## src/rtl/uart_pkg.sv

```systemverilog
// Shared types and constants for the byte-level UART transmitter.
package uart_pkg;
  typedef enum logic [2:0] {IDLE, START, DATA, PARITY, STOP, DONE} uart_state_e;

  localparam logic LINE_IDLE = 1'b1;
  localparam logic START_BIT = 1'b0;
  localparam int   DATA_BITS = 8;
endpackage

```

## src/rtl/uart_baud_gen.sv

```systemverilog
// Bit-period counter: counts 0..DIV-1 and flags the last clock of each bit period.
module uart_baud_gen #(
  parameter int DIV = 10
) (
  input  logic clk,
  input  logic rst,
  input  logic clr,
  output logic tick
);
  localparam int CW = (DIV > 1) ? $clog2(DIV) : 1;
  localparam logic [CW-1:0] LAST = CW'(DIV - 1);

  logic [CW-1:0] cnt_q, cnt_d;

  assign tick = (cnt_q == LAST);

  always_comb begin
    cnt_d = cnt_q + CW'(1);
    if (clr || tick) cnt_d = '0;
  end

  always_ff @(posedge clk or posedge rst) begin
    if (rst) cnt_q <= '0;
    else     cnt_q <= cnt_d;
  end
endmodule

```

## src/rtl/uart_tx_serial.sv

```systemverilog
// UART transmitter, 8N1 LSB first with a one-cycle done pulse per frame.
// Define UART_PARITY_EN to insert an even-parity bit (8E1).
module uart_tx_serial
  import uart_pkg::*;
#(
  parameter int CLK_HZ = 50_000_000,
  parameter int BAUD   = 115200
) (
  input  logic       clk,
  input  logic       rst,
  input  logic       uart_send,
  input  logic [7:0] send_data,
  output logic       uart_send_done,
  output logic       txd,
  output logic       busy
);
  localparam int DIV = (CLK_HZ + BAUD / 2) / BAUD;

  if (DIV < 2) begin : g_div_chk
    $error("uart_tx_serial: DIV must be >= 2");
  end

  uart_state_e state_q, state_d;
  logic [7:0]  shreg_q, shreg_d;
  logic [2:0]  bit_q, bit_d;
  logic        txd_q, txd_d;
  logic        busy_q, busy_d;
  logic        done_q, done_d;
  logic        tick, clr;
`ifdef UART_PARITY_EN
  logic        par_q, par_d;
`endif

  // Counter held at zero outside the timed states so START always gets a full period.
  assign clr = (state_q == IDLE) || (state_q == DONE);

  uart_baud_gen #(.DIV(DIV)) u_baud (
    .clk  (clk),
    .rst  (rst),
    .clr  (clr),
    .tick (tick)
  );

  always_comb begin
    state_d = state_q;
    shreg_d = shreg_q;
    bit_d   = bit_q;
    txd_d   = txd_q;
    busy_d  = busy_q;
    done_d  = 1'b0;
`ifdef UART_PARITY_EN
    par_d   = par_q;
`endif
    case (state_q)
      IDLE: begin
        txd_d  = LINE_IDLE;
        busy_d = 1'b0;
        if (uart_send) begin
          state_d = START;
          shreg_d = send_data;
          bit_d   = '0;
          txd_d   = START_BIT;
          busy_d  = 1'b1;
`ifdef UART_PARITY_EN
          par_d   = ^send_data;
`endif
        end
      end
      START: if (tick) begin
        state_d = DATA;
        txd_d   = shreg_q[0];
      end
      DATA: if (tick) begin
        if (bit_q == 3'(DATA_BITS - 1)) begin
`ifdef UART_PARITY_EN
          state_d = PARITY;
          txd_d   = par_q;
`else
          state_d = STOP;
          txd_d   = LINE_IDLE;
`endif
        end else begin
          bit_d   = bit_q + 3'd1;
          shreg_d = {1'b0, shreg_q[7:1]};
          txd_d   = shreg_q[1];
        end
      end
`ifdef UART_PARITY_EN
      PARITY: if (tick) begin
        state_d = STOP;
        txd_d   = LINE_IDLE;
      end
`endif
      STOP: if (tick) begin
        state_d = DONE;
        done_d  = 1'b1;
      end
      DONE: begin
        state_d = IDLE;
        txd_d   = LINE_IDLE;
        busy_d  = 1'b0;
      end
      default: begin
        state_d = IDLE;
        txd_d   = LINE_IDLE;
        busy_d  = 1'b0;
      end
    endcase
  end

  always_ff @(posedge clk or posedge rst) begin
    if (rst) begin
      state_q <= IDLE;
      shreg_q <= '0;
      bit_q   <= '0;
      txd_q   <= LINE_IDLE;
      busy_q  <= 1'b0;
      done_q  <= 1'b0;
`ifdef UART_PARITY_EN
      par_q   <= 1'b0;
`endif
    end else begin
      state_q <= state_d;
      shreg_q <= shreg_d;
      bit_q   <= bit_d;
      txd_q   <= txd_d;
      busy_q  <= busy_d;
      done_q  <= done_d;
`ifdef UART_PARITY_EN
      par_q   <= par_d;
`endif
    end
  end

  assign txd            = txd_q;
  assign busy           = busy_q;
  assign uart_send_done = done_q;
endmodule

```

## config.mk

```make
export PLATFORM = sky130hd
export DESIGN_NAME = uart_tx_serial
export DESIGN_NICKNAME = d
export VERILOG_FILES = /design/src/rtl/uart_pkg.sv /design/src/rtl/uart_baud_gen.sv /design/src/rtl/uart_tx_serial.sv
export SDC_FILE = /design/constraint.sdc
export NUM_CORES = 1
export LEC_CHECK = 0
export ABC_CLOCK_PERIOD_IN_PS = 4880
export BUFFER_PORTS_ARGS = -buffer_cell sky130_fd_sc_hd__buf_2
export CAP_MARGIN = 20
export CORE_AREA = 2 2 66 68
export DETAILED_ROUTE_END_ITERATION = 16
export DIE_AREA = 0 0 68 70
export PLACE_DENSITY_LB_ADDON = 0.05
export SLEW_MARGIN = 5
export SYNTH_ARGS = -nofsm -noshare
export SYNTH_HDL_FRONTEND = slang
export SYNTH_SLANG_ARGS = --single-unit
```

## constraint.sdc

```tcl
create_clock -name clk -period 4.88 [get_ports clk]
set_clock_uncertainty 0.15 [all_clocks]
set_input_delay 0.732 -clock clk [delete_from_list [all_inputs] [get_ports clk]]
set_output_delay 0.732 -clock clk [all_outputs]
set_load 0.05 [all_outputs]
```

======== Yosys cells after proc, flatten, opt, wreduce, memory -nomap -nowiden ========
Cells that the tools add are included.
cells by class
  div/mod/pow operators ................... 0
  mux-type cells .......................... 24
  bitwise gates (word level) .............. 1
  multiply operators ...................... 0
  reductions and logical operators ........ 8
  eq/ne operators ......................... 12
  shift operators ......................... 0
  add/subtract/negate cells ............... 2
  $lt $le $gt $ge ......................... 0
operators with widths
  operator             count
  $mux 3               8
  $mux 8               3
  $pmux 8 s2           1
  $pmux 3 s4           1
  $add 9x1->9 const B  1
  $eq 3x3->1 const B   3
  $eq 9x9->1 const B   1
  $mux 9               1
  $mux 1               7
  $ne 2x1->1 const B   3
  $ne 2x2->1 const B   3
  $pmux 3 s2           1
  $reduce_and 5->1     1
  $pmux 1 s4           1
  $reduce_and 4->1     1
  $add 3x1->3 const B  1
  $eq 3x1->1 const B   1
  $eq 3x2->1 const B   1
  $logic_not 3->1      1
  $reduce_and 3->1     1
  $reduce_or 3->1      1
  $logic_or 1x1->1     2
  $pmux 1 s2           1
  $reduce_bool 2->1    1
  $not 1->1            1
storage, ports and cells
  word-level logic and storage cells ...... 54
  output and inout bits ................... 3
  register bits after elaboration ......... 26
  memory bits (writable) .................. 0
  memories ................................ 0
  bits in read-only memories .............. 0
  input bits .............................. 11
  bits in latches ......................... 0

======== Depth between registers and ports, before layout ========
Gate-level depths: netlist of the first run.
  word-level depth ........................ 4
  mapped depth ............................ 7
  depth with buffers taken out ............ 6

======== Modules after synthesis ========
Synthesis of the first run repeated with hierarchy kept, for this count alone.
second synthesis, totals
  cell total of the unflattened synthesis .. 136
  area total of the unflattened synthesis .. 1476.4 um^2
modules (own cells, without submodules)
  module          area an instance (um^2)  seq. area each (um^2)  times used  cells each
  uart_tx_serial  987.2                    426.7                  1           87
  uart_baud_gen   489.2                    225.2                  1           49

======== Least setup slack after synthesis of the first run ========
Ideal clock, no wire load.
  path kind ............................... reg-to-reg
  from .................................... reg bit_q[0]
  to ...................................... reg shreg_q[0]
  slack ................................... 2953 ps
  clock period less this slack ............ 1927 ps
  stages on the path, launching flop included .. 7
  data arrival time ....................... 1652 ps
  data required time ...................... 4605 ps
  path buffers ............................ 1
  path through ............................ dfrtp_1 -> ha_1 -> ha_1 -> nand4b_1 -> a211o_1 -> buf_6 -> mux2_4
on the way
  longest elaborated chain between the ends .. 3
ends and longest elaborated chain
  item                        line                   source
  from (decl)                 uart_tx_serial.sv:25   logic [2:0] bit_q, bit_d;
  from (signal assigned)      uart_tx_serial.sv:125  bit_q <= bit_d;
  $eq 3x3->1                  uart_tx_serial.sv:74   if (bit_q == 3'(DATA_BITS - 1)) begin
  $ne 2x2->1 (no line)        n/a
  $reduce_and 4->1 (no line)  n/a
  to (signal assigned)        uart_tx_serial.sv:124  shreg_q <= shreg_d;
  to (decl)                   uart_tx_serial.sv:24   logic [7:0] shreg_q, shreg_d;
Every way passes these cells.
A chain may end at the register's enable or synchronous reset.

======== Worst setup path in the final report of the first run ========
  from .................................... reg u_baud.cnt_q[2]
  to ...................................... reg shreg_q[2]
on the way
  longest elaborated chain between the ends .. 3
ends and longest elaborated chain
  item                        line                 source
  from (decl)                 uart_baud_gen.sv:13  logic [CW-1:0] cnt_q, cnt_d;
  from (signal assigned)      uart_baud_gen.sv:24  else cnt_q <= cnt_d;
  $eq 9x9->1                  uart_baud_gen.sv:15  assign tick = (cnt_q == LAST);
  $ne 2x1->1 (no line)        n/a
  $reduce_and 4->1 (no line)  n/a
Every way passes these cells.

==> results_dict.tcl, run 1 <==
set metrics [dict create \
    status "complete, no violations" \
    wl_per_cell_um 13.4 \
    p_total_uw 524 \
    endpoint_kind "flop" \
    place_area_um2 1450 \
    synth_edf_count 0 \
    slew_viol_final 0 \
    path_class "reg2reg" \
    yosysMostFrequentCell "dfrtp_1" \
    pwr-share-comb_pct 19.2 \
    netlist-cell-type-count 33 \
    cts_buffers 3 \
    setup_viol 0 \
    ys_seq_area_share_pct 48.2 \
    finalCritPeriodShare_pct 44.3 \
    antenna_found_initial 0 \
    synth_top_family_by_area "simple AND/OR/NAND/NOR gates" \
    fin_util_pct 36.8 \
    leakagePower_nw 0.663 \
    cts_tree "done" \
    wl_um 2450 \
    finalSetupTns_ns 0 \
    finalHoldViolCount 0 \
    intPower_uw 365 \
    post-synth-top-area-fraction_pct 46.3 \
    ys.flop_type "dfrtp_1" \
    min_period_ns 2.16 \
    post-route-drc-count 0 \
    grt-ovfl-total 0 \
    core_um2 4140 \
    yosys-top-cells-count "25 x dfrtp_1, 12 x nor2_1, 10 x mux2_2, 7 x nor3_1" \
    reg2reg_depth 4 \
    ios 14 \
    synthAdderAreaFrac_pct 3.70 \
    swShare_pct 30.3 \
    cts_resized 0 \
    ant_nets 0 \
    yosys-top-cells-area "dfrtp_1 46%, mux2_2 8.3%, mux2_4 6.7%, xnor2_1 3.9%, ha_1 3.7%" \
    htreeDepth 1 \
    post-cts-setup-buffers 0 \
    ir_drop_mv 0.101 \
    max-slew-margin-rel_pct 53.9 \
    crit_path_start_kind "flop" \
    synth_compound_area_share_pct 6.66 \
    drtIter0Drc 72 \
    cp.required_ns 4.89 \
    rows 24 \
    worstMarginPinSlew_ns 0.687 \
    synth_nets 134 \
    endpoint "shreg_q[2]" \
    n_antenna_cell 0 \
    final_nets 147 \
    die_h_um 70 \
    synthSimpleGateAreaFrac_pct 17.6 \
    post-synth-top-area-cell "dfrtp_1" \
    synth_mux_area_share_pct 15.0 \
    synth_cells 119 \
    final_cell_area_um2 1530 \
    grt_pass1_vias 906 \
    port_buffers 13 \
    synth_xor_xnor_area_share_pct 5.83 \
    dieWidth_um 68 \
    rsz0062_at_grt "false" \
    startpoint "u_baud.cnt_q[2]" \
    drtPass1Iterations 4 \
    syn_avg_cell_area_um2 11.4 \
    power_frac_seq_pct 57.0 \
    yosys_warnings 0 \
    cts_max_path_buffers 2 \
    cts-root-buf "clkbuf_8" \
    worstReg2RegEnd "shreg_q[2]" \
    cts-hold-fix-buffers 0 \
    rrSetupSlack_ns 2.72 \
    grt_pass1_wl_um 4310 \
    initial_core_util_pct 32.6 \
    fmax_ghz 0.463 \
    netlist_area_um2 1350 \
    globalplace.congestion 0.671 \
    hpwl_um 1680 \
    vias 882 \
    p_per_area_nw_per_um2 344 \
    layout-drive-gt1-share_pct 27.5 \
    grt_max_degree 27 \
    hold_class "in2async" \
    via_per_inst 4.82 \
    clock_sinks 26 \
    regToRegStartpoint "u_baud.cnt_q[2]" \
    n_fill_cell 427 \
    crit_arrival_ns 2.17 \
    clock_latency_ns 0.27 \
    die-area_um2 4760 \
    grt_usage_pct 11.7 \
    power_switching_uw 159 \
    path_clk_slew_ns 0.09 \
    p_clk_share_pct 23.8 \
    drv_cap 0 \
    crit_fanout 11 \
    async_reset_ff_share_pct 100 \
    areaGrowthSynthToFinish_pct 12.8 \
    synth_seq_cells 26 \
]
per-layer routing:
metal	GRT usage [%]	vias to the layer above	wire (um)
met5	0	-	0
met4	4.00	0	19
met3	1.93	2	59
met2	17.6	8	1130
met1	16.8	434	1240
li1	-	438	-
cells in the final DEF, fill, tap and decap left out, drive strengths merged, types with 4 or more instances in the layout:
cell and n:
a21oi 5, buf 14, clkbuf 4, dfrtp 25
ha 4, mux2 16, nand2 4, nand2b 4
nand3 4, nor2 12, nor3 7, xnor2 6
power by group through the flow:
stage	Clock (mW)	Combinational, mW	Sequential (mW)
5_1_grt	0.140	0.117	0.307
3_5_place_dp	0	0.0995	0.302
2_1_floorplan	0	0.0742	0.300
4_1_cts	0.133	0.0999	0.299
6_report	0.125	0.101	0.299
3_3_place_gp	0	0.0968	0.303
worst max-delay path, stage by stage (launching register included):
cell,delay [ns]
dfrtp_1,0.46
nor4b_4,0.39
nand4b_1,0.17
a211o_1,0.50
mux2_4,0.37
state kept, by name (all words and copies together), names as in the netlist:
register,flops
shreg_q,8
bit_q,3
uart_send_done,1
state_q,3
busy,1
u_baud.cnt_q,9
txd,1
cell families after synthesis:
group,count (synthesis)
mux,16
simple gates,42
buf+inv,9
xor+xnor,9
flops,26
fa+ha+maj,4
compound gates,13
worst min path at each step:
| stage | start | end | slack (ns) | depth (start not counted) |
|---|---|---|---|---|
| floorplan | shreg_q[7] | shreg_q[7] | 0.32 | 1 |
| global placement | shreg_q[6] | shreg_q[6] | 0.34 | 1 |
| detailed placement | shreg_q[5] | shreg_q[5] | 0.34 | 1 |
| CTS | shreg_q[6] | shreg_q[6] | 0.37 | 1 |
| global route | rst | u_baud.cnt_q[0] | 0.37 | 2 |
| finish | rst | u_baud.cnt_q[0] | 0.33 | 2 |
per-stage QoR:
stage | worst slack, ns | std cells | hold WS, ns
5_1_grt | 2.59 | 183 | 0.369
3_3_place_gp | 2.75 | 178 | 0.337
2_1_floorplan | 2.95 | 119 | 0.317
4_1_cts | 2.72 | 182 | 0.368
6_report | 2.72 | 183 | 0.332
3_5_place_dp | 2.75 | 178 | 0.339
final cells by class:
class                      instances  area [um^2]  share of cell area (%)
multi-input combinational         84          659                    43.2
sequential                        26          652                    42.7
inverter                           3         11.3                   0.738
timing repair buffer              14         92.6                    6.07
tap                               52         65.1                    4.27
clock buffer                       4         45.0                    2.95
Note: power is estimated with default switching activity, not from simulation.
==> run 2, diff against run 1 <==
--- a/config.mk
+++ b/config.mk
@@ -5,7 +5,7 @@
 export SDC_FILE = /design/constraint.sdc
 export NUM_CORES = 1
 export LEC_CHECK = 0
-export ABC_CLOCK_PERIOD_IN_PS = 4880
+export ABC_CLOCK_PERIOD_IN_PS = 1700
 export BUFFER_PORTS_ARGS = -buffer_cell sky130_fd_sc_hd__buf_2
 export CAP_MARGIN = 20
 export CORE_AREA = 2 2 66 68
==> constraint.sdc (replaced) <==
create_clock -name clk -period 1.7 [get_ports clk]
set_clock_uncertainty 0.15 [all_clocks]
set_input_delay 0.255 -clock clk [delete_from_list [all_inputs] [get_ports clk]]
set_output_delay 0.255 -clock clk [all_outputs]
set_load 0.05 [all_outputs]
==> results_dict.tcl, run 2 (same netlist as run 1, synthesis figures left out) <==
set metrics [dict create \
    setup_ws_ns -0.242 \
    die_h_um 70 \
    grt-ovfl-total 0 \
    grt_max_degree 27 \
    leakagePower_nw 0.835 \
    crit_slowest_cell "dfrtp_1" \
    ir_drop_mv 0.405 \
    crit_fanout 7 \
    cts_tree "done" \
    port_buffers 13 \
    top_regs "u_baud.cnt_q x9, shreg_q x8" \
    initial_core_util_pct 32.6 \
    regToRegStartpoint "u_baud.cnt_q[1]" \
    rsz0062_at_grt "true" \
    p_total_mw 1.69 \
    layout-drive-gt1-share_pct 49.7 \
    fin_util_pct 44.7 \
    hp-start "send_data[7]" \
    crit_arrival_ns 1.95 \
    cts-root-buf "clkbuf_8" \
    rows 24 \
    drtIter0Drc 59 \
    clock_sinks 26 \
    wl_um 2800 \
    areaGrowthSynthToFinish_pct 36.8 \
    slew_viol_final 0 \
    cpLargestDelayFamily "flip-flops" \
    hpwl_um 1990 \
    status "complete, but fails checks" \
    dpl.cell_count 204 \
    setup_viol 14 \
    clock_latency_ns 0.27 \
    drtPass1Iterations 4 \
    cpPeakStageDelay_ns 0.38 \
    post-route-drc-count 0 \
    n_antenna_cell 0 \
    htreeDepth 1 \
    globalplace.congestion 0.747 \
    cts_buffers 3 \
    path_class "reg2reg" \
    antenna_found_initial 0 \
    mostFrequentLayoutCells "25 x dfrtp_1, 23 x buf_4, 13 x buf_2" \
    finalHoldViolCount 0 \
    final_common_cell "dfrtp_1" \
    ant_nets 0 \
    cp.required_ns 1.71 \
    core_um2 4140 \
    endpoint "shreg_q[3]" \
    crit_buf_inv 2 \
    die-area_um2 4760 \
    worstPathCellList "inv_1 > ha_2 > and4_4 > nand4b_1 > a211o_1 > buf_6 > mux2_4" \
    worstMarginPinSlew_ns 0.337 \
    hold_class "in2reg" \
    vias 978 \
    ios 14 \
    regMostFlops "u_baud.cnt_q" \
    rrSetupSlack_ns -0.24 \
    reg2reg_depth 7 \
    fmax_ghz 0.515 \
    endpoint_kind "flop" \
    crit_path_start_kind "flop" \
    wl_per_cell_um 13.2 \
    place_ws_ns -0.256 \
    cts_max_path_buffers 2 \
    min_period_ns 1.94 \
    finalCritPeriodShare_pct 114 \
    p_per_area_nw_per_um2 913 \
    grt_pass1_wl_um 4730 \
    path_clk_slew_ns 0.09 \
    violations "setup timing" \
    grt_usage_pct 13.1 \
    dieWidth_um 68 \
    max-slew-margin-rel_pct 77.5 \
    cp.depth 7 \
    grt_pass1_vias 989 \
    worstReg2RegEnd "shreg_q[3]" \
    startpoint "u_baud.cnt_q[1]" \
    n_fill_cell 406 \
    largest_reg_flops 9 \
    drv_cap 0 \
    final_nets 177 \
    via_per_inst 4.59 \
    layoutNonFillerInstCount 213 \
]
-- run 2: how the worst min path moves through the flow --
| stage | endpoint | slack [ns] | cells after the start |
|---|---|---|---|
| detailed placement | u_baud.cnt_q[1] | 0.19 | 3 |
| floorplan | bit_q[0] | 0.14 | 1 |
| global route | shreg_q[7] | 0.06 | 2 |
| global placement | u_baud.cnt_q[1] | 0.18 | 3 |
| CTS | shreg_q[7] | 0.05 | 2 |
| finish | shreg_q[7] | 0.06 | 2 |
-- run 2: final cells by class --
type | instances | area, um^2 | area share, %
multi-input cells | 84 | 741 | 40.0
flip-flops and latches | 26 | 652 | 35.2
repair buffers | 44 | 327 | 17.6
well taps | 52 | 65.1 | 3.52
clock buffers | 4 | 55.1 | 2.97
inverters | 3 | 11.3 | 0.609
-- run 2: where the power goes --
part,leakage (nW),internal (mW),switching [mW]
logic,0.486,0.271,0.214
registers,0.320,0.728,0.0774
clock network,0.0288,0.207,0.192
total,0.835,1.21,0.484
-- run 2: what timing repair did --
action	in CTS	in global routing
buffers inserted	3	2
gates cloned	0	1
hold buffers	1	0
gates resized for setup	20	8
hold endpoints to repair	25	0
pin swaps	11	5
endpoints found under the setup margin	14	24
-- run 2: metal layers --
metal,share of wire [%],global-route usage (%)
met1,50,19.1
met4,0.89,4.00
met5,0,0
met2,47,19.7
met3,1.8,1.93
-- run 2: stage by stage --
stage,area [um^2],hold slack [ns],TNS [ns]
detailed placement,1650,0.186,-2.69
CTS,1810,0.0544,-3.09
floorplan,1360,0.144,-1.94
finish,1850,0.0600,-2.52
global route,1850,0.0582,-4.05
global placement,1650,0.181,-2.47
